===== src/rtl/parity_pkg.sv =====
// Shared definitions for the parity scheduler and its engine: parity sense
// constants, scheduler state encoding and the requester-id width helper.
package parity_pkg;

  localparam bit PAR_EVEN = 1'b0;
  localparam bit PAR_ODD  = 1'b1;

  typedef enum logic [1:0] {
    IDLE = 2'd0,
    CALC = 2'd1,
    HOLD = 2'd2
  } state_t;

  // Minimum of one bit so a single-bit id port still exists for NREQ=2.
  function automatic int clog2(input int n);
    int w;
    w = 1;
    for (int i = 1; i < 31; i++) begin
      if ((1 << i) < n) w = i + 1;
    end
    return w;
  endfunction

endpackage


===== src/rtl/parity_engine.sv =====
// Registered DW-bit parity reduction; the result appears one cycle after load.
module parity_engine
  import parity_pkg::*;
#(
  parameter int DW  = 8,
  parameter bit ODD = PAR_EVEN
) (
  input  logic          clk,
  input  logic          rst_n,
  input  logic          load,
  input  logic [DW-1:0] din,
  output logic          par
);

  logic par_p0;

  // p0: reduced parity of the loaded word
  always_ff @(posedge clk) begin
    if (!rst_n) begin
      par_p0 <= 1'b0;
    end else if (load) begin
      par_p0 <= (^din) ^ ODD;
    end
  end

  assign par = par_p0;

endmodule


===== src/rtl/parity_rr_sched.sv =====
// Round-robin scheduler sharing one parity engine among NREQ requesters,
// with valid/ready on both sides and a requester-tagged result.
module parity_rr_sched
  import parity_pkg::*;
#(
  parameter int NREQ = 4,
  parameter int DW   = 8,
  parameter bit ODD  = PAR_EVEN,
  parameter int CW   = 16,
  localparam int IW  = clog2(NREQ)
) (
  input  logic             clk,
  input  logic             rst_n,
  input  logic [NREQ-1:0]  req_valid,
  input  logic [NREQ*DW-1:0] req_data,
  output logic [NREQ-1:0]  req_ready,
  output logic             res_valid,
  output logic             res_par,
  output logic [IW-1:0]    res_id,
  input  logic             res_ready,
  output logic             busy,
  output logic [CW-1:0]    res_cnt
);

  state_t          state, state_nxt;
  logic [IW-1:0]   rr_ptr;
  logic [IW-1:0]   grant_id;
  logic [IW:0]     idx;
  logic            grant_vld;
  logic            take;
  logic            accept;
  logic [IW-1:0]   id_p0;
  logic            par_p0;

  // Scan downward so the candidate closest to rr_ptr is the last one written.
  always_comb begin
    grant_vld = 1'b0;
    grant_id  = '0;
    idx       = '0;
    for (int i = NREQ - 1; i >= 0; i--) begin
      idx = {1'b0, rr_ptr} + (IW+1)'(i);
      if (idx >= (IW+1)'(NREQ)) idx = idx - (IW+1)'(NREQ);
      if (req_valid[idx[IW-1:0]]) begin
        grant_vld = 1'b1;
        grant_id  = idx[IW-1:0];
      end
    end
  end

  assign take      = rst_n && (state == IDLE) && grant_vld;
  assign req_ready = take ? (NREQ'(1) << grant_id) : '0;
  assign accept    = (state == HOLD) && res_valid && res_ready;
  assign busy      = (state != IDLE);

  parity_engine #(
    .DW  (DW),
    .ODD (ODD)
  ) u_engine (
    .clk   (clk),
    .rst_n (rst_n),
    .load  (take),
    .din   (req_data[grant_id*DW +: DW]),
    .par   (par_p0)
  );

  always_comb begin
    state_nxt = state;
    case (state)
      IDLE:    if (take)   state_nxt = CALC;
      CALC:                state_nxt = HOLD;
      HOLD:    if (accept) state_nxt = IDLE;
      default:             state_nxt = IDLE;
    endcase
  end

  // p0: grant tag travels alongside the engine's input word
  always_ff @(posedge clk) begin
    if (take) id_p0 <= grant_id;
  end

  // p1: result register, held until the consumer accepts it
  always_ff @(posedge clk) begin
    if (!rst_n) begin
      state     <= IDLE;
      rr_ptr    <= '0;
      res_valid <= 1'b0;
      res_par   <= 1'b0;
      res_id    <= '0;
      res_cnt   <= '0;
    end else begin
      state <= state_nxt;
      if (state == CALC) begin
        res_valid <= 1'b1;
        res_par   <= par_p0;
        res_id    <= id_p0;
      end
      if (accept) begin
        res_valid <= 1'b0;
        rr_ptr    <= (res_id == IW'(NREQ - 1)) ? '0 : res_id + 1'b1;
        res_cnt   <= res_cnt + 1'b1;
      end
    end
  end

endmodule


===== config.mk =====
export PLATFORM = sky130hd
export DESIGN_NAME = parity_rr_sched
export DESIGN_NICKNAME = d
export VERILOG_FILES = /design/src/rtl/parity_pkg.sv /design/src/rtl/parity_engine.sv /design/src/rtl/parity_rr_sched.sv
export SDC_FILE = /design/constraint.sdc
export NUM_CORES = 1
export LEC_CHECK = 0
export CORE_UTILIZATION = 35
export CTS_BUF_LIST = sky130_fd_sc_hd__clkbuf_8
export DETAILED_ROUTE_END_ITERATION = 16
export MAX_ROUTING_LAYER = met4
export PLACE_DENSITY = 0.67
export SLEW_MARGIN = 25
export SYNTH_ARGS = -nofsm -noshare
export SYNTH_HDL_FRONTEND = slang
export SYNTH_SLANG_ARGS = --single-unit
export TNS_END_PERCENT = 20

===== constraint.sdc =====
create_clock -name clk -period 7.4 [get_ports clk]
set_clock_uncertainty 0.05 [all_clocks]
set_input_delay 2.22 -clock clk [delete_from_list [all_inputs] [get_ports clk]]
set_output_delay 2.22 -clock clk [all_outputs]
set_load 0.01 [all_outputs]

After elaboration in Yosys (flattened, before gate mapping)
Index checks and enable logic that the tools add are counted.
{"block": "word_totals", "register_bits": 27, "in_bits": 39, "elab_cells": 67, "out_inout_bits": 25}
{"block": "op_classes", "muxes": 25, "shifts": 2, "magnitude_cmp": 8, "eq_ne": 5, "add_sub_neg": 9, "reduce_logical": 9, "bitwise_logic": 1}
{"operator": "variable part select 32 x 6 -> 8 bit", "n": 1}
{"operator": "2-to-1 mux 2 bit", "n": 11}
{"operator": "adder 16 x 1 -> 16 bit, second input constant", "n": 1}
{"operator": "less-than comparator 2 x 3 -> 1 bit, second input constant", "n": 4}
{"operator": "greater-or-equal comparator 3 bit, second input constant", "n": 3}
{"operator": "binary-select mux 1 bit (select 2 bit)", "n": 4}
{"operator": "2-to-1 mux 1 bit", "n": 8}
{"operator": "parity 8 bit", "n": 1}
{"operator": "subtractor 2 x 1 -> 2 bit, second input constant", "n": 4}
{"operator": "adder 2 x 2 -> 3 bit, second input constant", "n": 2}
{"operator": "case mux 2 bit (3 select lines)", "n": 1}
{"operator": "== test 2 bit, second input constant", "n": 2}
{"operator": "logical AND 1 bit", "n": 4}
{"operator": "2-to-1 mux 4 bit", "n": 1}
{"operator": "inequality test 2 bit, second input constant", "n": 2}
{"operator": "<< shifter 1 x 2 -> 4 bit, first input constant", "n": 1}
{"operator": "adder 2 x 1 -> 3 bit, second input constant", "n": 1}
{"operator": "greater-or-equal comparator 2 x 3 -> 1 bit, second input constant", "n": 1}
{"operator": "adder 2 x 1 -> 2 bit, second input constant", "n": 1}
{"operator": "== test 2 x 1 -> 1 bit, second input constant", "n": 1}
{"operator": "zero test 2 bit", "n": 1}
{"operator": "AND reduction 2 bit", "n": 1}
{"operator": "nonzero test 2 bit", "n": 1}
{"operator": "OR reduction 2 bit", "n": 1}
{"operator": "NOT 1 bit", "n": 1}

Longest topological paths before layout
Gate-level depths: netlist of the first run.
{"block": "logic_depth", "depth_word": 12, "mapped_depth": 10, "mapped_depth_nobuf": 9}

Hierarchy
From an unflattened synthesis of the first run, not the netlist that was laid out.
{"block": "unflattened", "hier_cells": 172, "hier_area_um2": 1610.3}
{"module": "parity_rr_sched", "area_each_um2": 1519.0, "cells_each": 162, "instances": 1}
{"module": "parity_engine", "area_each_um2": 91.3, "cells_each": 10, "instances": 1}

Worst setup path after synthesis of the first run
Ideal clock, no wire load.
{"block": "synth_path", "kind": "input to output", "from": "in req_valid[3]", "to": "out req_ready[3]", "cell_stages": 4, "t_required_ps": 5130, "arrival_ps": 3597, "setup_slack_ps": 1533, "cell_sequence": "or2_2 o311ai_0 inv_1 and3_2"}
{"block": "synth_between", "elab_chain_cells": 8, "word_cells_on_any_way": 19, "cone_classes": "shift: 1; mux: 17; reduce/logical: 1"}
{"item": "start, declared", "line_no": "parity_rr_sched.sv:14", "rtl": "input logic [NREQ-1:0] req_valid,"}
{"item": "binary-select mux 1 bit (select 2 bit)", "line_no": "parity_rr_sched.sv:43", "rtl": "if (req_valid[idx[IW-1:0]]) begin"}
{"item": "2-to-1 mux 1 bit (implied by the code)", "line_no": "parity_rr_sched.sv:43"}
{"item": "2-to-1 mux 1 bit (3 in a row)", "line_no": "parity_rr_sched.sv:43"}
{"item": "2-to-1 mux 1 bit *", "line_no": "parity_rr_sched.sv:43"}
{"item": "logical AND 1 bit *", "line_no": "parity_rr_sched.sv:50", "rtl": "assign take = rst_n && (state == IDLE) && grant_vld;"}
{"item": "named net take", "line_no": "parity_rr_sched.sv:30", "rtl": "logic take;"}
{"item": "2-to-1 mux 4 bit *", "line_no": "parity_rr_sched.sv:51", "rtl": "assign req_ready = take ? (NREQ'(1) << grant_id) : '0;"}
{"item": "end, declared", "line_no": "parity_rr_sched.sv:16", "rtl": "output logic [NREQ-1:0] req_ready,"}
The timed path passes the listed nets; every way through them passes the cells marked *. The select of a mux whose other input is x is not followed.

Worst setup path after layout of the first run
{"block": "layout_path", "from": "in req_valid[2]", "to": "out req_ready[3]"}
Same word-level chain as after synthesis.

==> key figures, run 1 <==
Synth
  • Top-area cell type share of the netlist area: 0.317
  • Synth Area in Compound Gates: 0.0856
  • Top-count cell post-synth: mux2i_1
  • Asr flop ratio synth: 0
  • Sequential area share after synthesis: 0.355
  • Mapped Cells: 172
  • Top cells by area, synth: dfxtp_1, mux2i_1, xnor2_1, and2_1, edfxtp_1
  • Syn nets: 213
  • Main combinational cell family by area after synthesis: simple AND/OR/NAND/NOR gates
  • Post-Syn Area per Cell: 9.18 µm²
  • Post-Synth Adder-Cell Area: 0.0158
  • Top_reg_cell synth: dfxtp_1
  • Post-synth cell types: 33
  • Seq cells post-synth: 27
  • Synth cell count leaders: mux2i_1, dfxtp_1, nand2_1, xnor2_1, and2_1
  • Post-Synth Simple-Gate Area: 0.221
  • Post-synthesis xor/xnor area fraction: 0.0998
  • Number of synthesized flops with an enable pin: 2
  • Largest area contributor in the netlist: dfxtp_1
  • Mapped Area: 0.00158 mm²
  • Mux cell area share after synthesis: 0.177
  • Ys Warns: 0

Timing
  • Final period utilization: 0.881
  • Pins over their slew limit: 0
  • Hold slack: 0.418 ns
  • Setup TNS: 0 ns
  • Rel. slew slack: 0.709
  • Final setup fails: 0
  • Slew @ Worst Pin: 0.434 ns
  • Fin. Hold Viols: 0
  • Max Freq: 153 MHz
  • RSZ-0062 raised after global routing: no
  • Crit path time final: 6.52 ns

Placement
  • Final Wtd Congestion: 0.763
  • Placed inst area: 0.00227 mm²
  • IO buf count: 63
  • DP HPWL: 2600 µm

Worst setup path
  • Top cell by count, worst path: clkdlybuf4s50_1
  • Critical Path Sink Type: primary output
  • Worst path bufs/invs: 4
  • Cell family with most CP delay: buffers and inverters
  • CP Launch Type: primary input
  • Crit path DAT: 4.25 ns
  • Kind of critical path: in -> out
  • Worst Path Max Fanout: 6
  • Crit path max-delay cell type: clkdlybuf4s50_1
  • Required @ worst endpoint: 5.13 ns
  • Critical Path Max Stage Delay: 0.48 ns
  • Crit-path cells: clkdlybuf4s50_1 > or2_2 > o311ai_0 > buf_4 > inv_1 > and3_2 > clkdlybuf4s50_1

Die
  • Core Area: 0.00435 mm²
  • Initial Util: 0.363
  • Die H: 69.2 µm
  • DIE AREA: 0.00478 mm²
  • Die Width: 69.2 µm
  • # IOs: 64
  • Row cnt: 24

Layout
  • FF+latch area: 561 µm²
  • Area of the multi-input gates: 947 µm²
  • Diode count: 0
  • Design Area, Final: 0.00232 mm²
  • Layout area overhead: 46.9%
  • Layout cell share with drive strength beyond 1: 0.0628
  • Final net count: 281
  • # fillers: 415
  • Post-layout util: 0.533

Clock tree
  • Clock Latency Late Sink: 0.27 ns
  • # Post-CTS Setup Buffers: 0
  • Clock transition at path regs: 0.10 ns
  • Post-cts repair resize count: 0
  • Max Root-Sink Buffers: 2
  • Clock root buffer: clkbuf_8
  • Sink Count: 27
  • TritonCTS clock tree: yes
  • Hold buffers post-CTS: 0
  • H-tree depth: 1
  • TritonCTS Buffers: 3

Worst hold path
  • Hold Path Class: reg -> reg

Pwr
  • Overall Power: 0.000329 W
  • Power Density: 142 mW/mm²
  • Peak supply drop: 0.0000767 V
  • Leakage power: 0.858 nW

Status
  • Status: completed

GRT
  • First-pass GRT wire length: 5630 µm
  • GRT Util Overall: 0.145
  • Initial antenna violation count: 0
  • Largest net degree at the start of global routing: 25
  • Vias in the first global route: 1,319
  • GRT Residual Overflow: 0

Route
  • Via Count: 1,409
  • Detail-routed via count per cell: 4.84
  • DR DRC count: 0
  • Routed Antenna Nets: 0
  • Drt total wl: 3230 µm
  • Drt pass-1 iters: 4
  • Per-cell routed wire length: 11.1 µm
  • Initial DRC count: 35

Flow run
  • Max-cap check violation count: 0
## worst paths after layout
| path | startpoint | end | slack, ns | depth (start not counted) |
|---|---|---|---|---|
| setup / recovery | req_valid[2] | req_ready[3] | 0.88 | 7 |
| hold / removal | u_engine.par | u_engine.par | 0.42 | 2 |
| setup reg to reg | rr_ptr[1] | u_engine.par | 5.07 | 9 |
| hold reg to reg | u_engine.par | u_engine.par | 0.42 | 2 |
## report_power, final
| group | leakage (nW) | switching (W) | internal (W) | total (W) |
|---|---|---|---|---|
| combinational | 0.614 | 0.0000337 | 0.0000506 | 0.0000843 |
| clock | 0.0217 | 0.0000466 | 0.0000382 | 0.0000848 |
| sequential | 0.222 | 0.00000515 | 0.000155 | 0.000160 |
## metrics by stage
step	std cells	setup WS, ns
3_5_place_dp	287	0.852
4_1_cts	291	0.849
2_1_floorplan	172	1.53
3_3_place_gp	287	0.857
5_1_grt	291	0.759
6_report	291	0.880
## metal layers
layer	track usage	part of all wire	vias to the layer above
li1	-	-	725
met1	0.170	0.45	619
met2	0.249	0.48	65
met3	0.0351	0.071	0
met4	0.0340	0	0
met5	-	0	-
## kinds of logic (layout without fill, tap and decap cells)
logic type / after synthesis / after routing
flops: 27 / 27
mux: 28 / 28
fa+ha+maj: 2 / 2
xor+xnor: 18 / 18
compound gates: 20 / 20
simple gates: 64 / 64
buf+inv: 13 / 80
## state kept, by name (all words and copies together), names as in the netlist
register / flops
res_cnt: 16
id_p0: 2
res_id: 2
rr_ptr: 2
state: 2
res_par: 1
res_valid: 1
u_engine.par: 1
## final cells by class
cell class,count,share of cell area
clock buffer,3,0.0178
clock inverter,1,0.00324
inverter,8,0.0129
multi-input combinational,132,0.408
sequential,27,0.242
tap,52,0.0280
timing repair buffer,68,0.288
## cells in the final DEF, fill, tap and decap left out, drive strengths merged, types with 5 or more instances in the layout
cell type,n
nand4,5
a21oi,5
dfxtp,25
inv,8
xnor2,12
clkdlybuf4s50,63
nor2,8
xor2,6
nand3,6
o21ai,6
a21boi,7
buf,5
and2,11
mux2i,28
nand2,16
## tightest hold or removal path, cell delays in order, from the launching register on
cell and delay [ns]:
dfxtp_1 0.33, nand3_1 0.06, o21ai_1 0.05
No activity file was read; power rests on OpenSTA's default activity.
==> run 2, diff against run 1 <==
--- a/config.mk
+++ b/config.mk
@@ -5,12 +5,12 @@
 export SDC_FILE = /design/constraint.sdc
 export NUM_CORES = 1
 export LEC_CHECK = 0
+export ABC_CLOCK_PERIOD_IN_PS = 7400
 export CORE_UTILIZATION = 35
 export CTS_BUF_LIST = sky130_fd_sc_hd__clkbuf_8
 export DETAILED_ROUTE_END_ITERATION = 16
 export MAX_ROUTING_LAYER = met4
 export PLACE_DENSITY = 0.67
-export SLEW_MARGIN = 25
 export SYNTH_ARGS = -nofsm -noshare
 export SYNTH_HDL_FRONTEND = slang
 export SYNTH_SLANG_ARGS = --single-unit
==> results of run 2 <==
No change in the layout: final DEF, timing and power equal those of run 1.
==> run 3, diff against run 2 <==
--- a/config.mk
+++ b/config.mk
@@ -10,7 +10,7 @@
 export CTS_BUF_LIST = sky130_fd_sc_hd__clkbuf_8
 export DETAILED_ROUTE_END_ITERATION = 16
 export MAX_ROUTING_LAYER = met4
-export PLACE_DENSITY = 0.67
+export PLACE_DENSITY = 0.76
 export SYNTH_ARGS = -nofsm -noshare
 export SYNTH_HDL_FRONTEND = slang
 export SYNTH_SLANG_ARGS = --single-unit
==> key figures, run 3 (synthesis gave the netlist of run 1 again) <==
Route
  • Drt total wl: 3220 µm (was 3230 µm)
  • Routed Antenna Nets: 0 (unchanged)
  • Drt pass-1 iters: 3 (was 4)
  • DR DRC count: 0 (unchanged)
  • Initial DRC count: 52 (was 35)
  • Detail-routed via count per cell: 4.80 (was 4.84)
  • Via Count: 1,391 (was 1,409)
  • Per-cell routed wire length: 11.1 µm (about the same)

Layout
  • Area of the multi-input gates: 947 µm² (unchanged)
  • Max FFs per register: 16 (unchanged)
  • Layout cell share with drive strength beyond 1: 0.0588 (was 0.0628)
  • Register bank with the most flops: res_cnt (unchanged)
  • Diode count: 0 (unchanged)
  • Non-filler cells, final: 290 (was 291)
  • # fillers: 402 (was 415)
  • FF+latch area: 561 µm² (unchanged)
  • Most frequent cells in the layout: clkdlybuf4s50_1, mux2i_1, dfxtp_1 (unchanged)
  • Most common cell after layout, fill and taps aside: clkdlybuf4s50_1 (unchanged)
  • Layout area overhead: 46.3% (was 46.9%)
  • Final net count: 280 (was 281)

GRT
  • GRT Util Overall: 0.145 (about the same)
  • GRT Residual Overflow: 0 (unchanged)
  • First-pass GRT wire length: 5640 µm (was 5630 µm)
  • Largest net degree at the start of global routing: 26 (was 25)
  • Vias in the first global route: 1,326 (was 1,319)
  • Initial antenna violation count: 0 (unchanged)

Timing
  • Max Freq: 153 MHz (about the same)
  • Crit path time final: 6.55 ns (was 6.52 ns)
  • Setup TNS: 0 ns (unchanged)
  • Final period utilization: 0.885 (was 0.881)
  • Slew @ Worst Pin: 0.481 ns (was 0.434 ns)
  • RSZ-0062 raised after global routing: no (unchanged)
  • Rel. slew slack: 0.679 (was 0.709)
  • Fin. Hold Viols: 0 (unchanged)
  • Final setup fails: 0 (unchanged)
  • Pins over their slew limit: 0 (unchanged)

Placement
  • # placed instances: 286 (was 287)
  • Final Wtd Congestion: 0.714 (was 0.763)
  • DP HPWL: 2620 µm (was 2600 µm)
  • IO buf count: 63 (unchanged)

Clock tree
  • Sink Count: 27 (unchanged)
  • # Post-CTS Setup Buffers: 0 (unchanged)
  • Clock root buffer: clkbuf_8 (unchanged)
  • Post-cts repair resize count: 0 (unchanged)
  • TritonCTS Buffers: 3 (unchanged)
  • Max Root-Sink Buffers: 2 (unchanged)
  • Clock transition at path regs: 0.09 ns (was 0.10 ns)
  • H-tree depth: 1 (unchanged)
  • Clock Latency Late Sink: 0.27 ns (about the same)
  • TritonCTS clock tree: yes (unchanged)
  • Hold buffers post-CTS: 0 (unchanged)

Pwr
  • Leakage power: 0.856 nW (was 0.858 nW)
  • Power Density: 141 mW/mm² (was 142 mW/mm²)
  • Peak supply drop: 0.0000768 V (was 0.0000767 V)

Flow run
  • Max-cap check violation count: 0 (unchanged)

Die
  • DIE AREA: 0.00478 mm² (unchanged)
  • Die Width: 69.2 µm (unchanged)
  • Core Area: 0.00435 mm² (unchanged)
  • Initial Util: 0.363 (unchanged)
  • # IOs: 64 (unchanged)
  • Die H: 69.2 µm (unchanged)
  • Row cnt: 24 (unchanged)

Worst setup path
  • Required @ worst endpoint: 5.13 ns (about the same)
  • Worst Path Max Fanout: 6 (unchanged)
  • CP Launch Type: primary input (unchanged)
  • Critical Path Sink Type: primary output (unchanged)
  • Crit path DAT: 4.28 ns (was 4.25 ns)
  • Kind of critical path: in -> out (unchanged)

Worst hold path
  • Hold Path Class: reg -> reg (unchanged)

Status
  • Status: completed (unchanged)
run 3: worst max-delay path, cell delays in order:
cell and delay, ns:
clkdlybuf4s50_1 0.47, or2_2 0.29, o311ai_0 0.35, buf_4 0.21
inv_1 0.08, and3_2 0.18, clkdlybuf4s50_1 0.47
run 3: layout make-up:
class	instances	area share
Timing Repair Buffer	67	0.286
Sequential cell	27	0.243
Inverter	8	0.0130
Multi-Input combinational cell	132	0.410
Clock inverter	1	0.00217
Clock buffer	3	0.0179
Tap cell	52	0.0282
run 3: power breakdown:
part / switching [W] / internal, W
sequential: 0.00000547 / 0.000155
clock: 0.0000441 / 0.0000377
combinational: 0.0000337 / 0.0000502
total: 0.0000832 / 0.000242
run 3: final timing paths:
| check | from | endpoint | slack (ns) | cells after the start |
|---|---|---|---|---|
| setup / recovery | req_valid[2] | req_ready[3] | 0.85 | 7 |
| hold / removal | u_engine.par | u_engine.par | 0.43 | 2 |
| setup reg to reg | rr_ptr[1] | u_engine.par | 5.04 | 10 |
| hold reg to reg | u_engine.par | u_engine.par | 0.43 | 2 |
run 3: metrics by stage:
step	instance area, µm²	hold WS (ns)	utilization	setup slack (ns)	total power, W
after CTS	2310	0.443	0.530	0.839	0.000332
after detailed placement	2260	0.430	0.520	0.862	0.000249
after floorplan	1580	0.386	-	1.53	0.000210
after global routing	2310	0.473	0.530	0.776	0.000346
after global placement	2260	0.417	0.520	0.867	0.000247
final	2310	0.432	0.530	0.849	0.000326
run 3: metal layers:
metal  up-vias  share of wire  track usage
met4         0         0.0062       0.0340
met1       607           0.44        0.165
met5         -              0            -
met3         4          0.072       0.0424
li1        728              -            -
met2        52           0.49        0.249
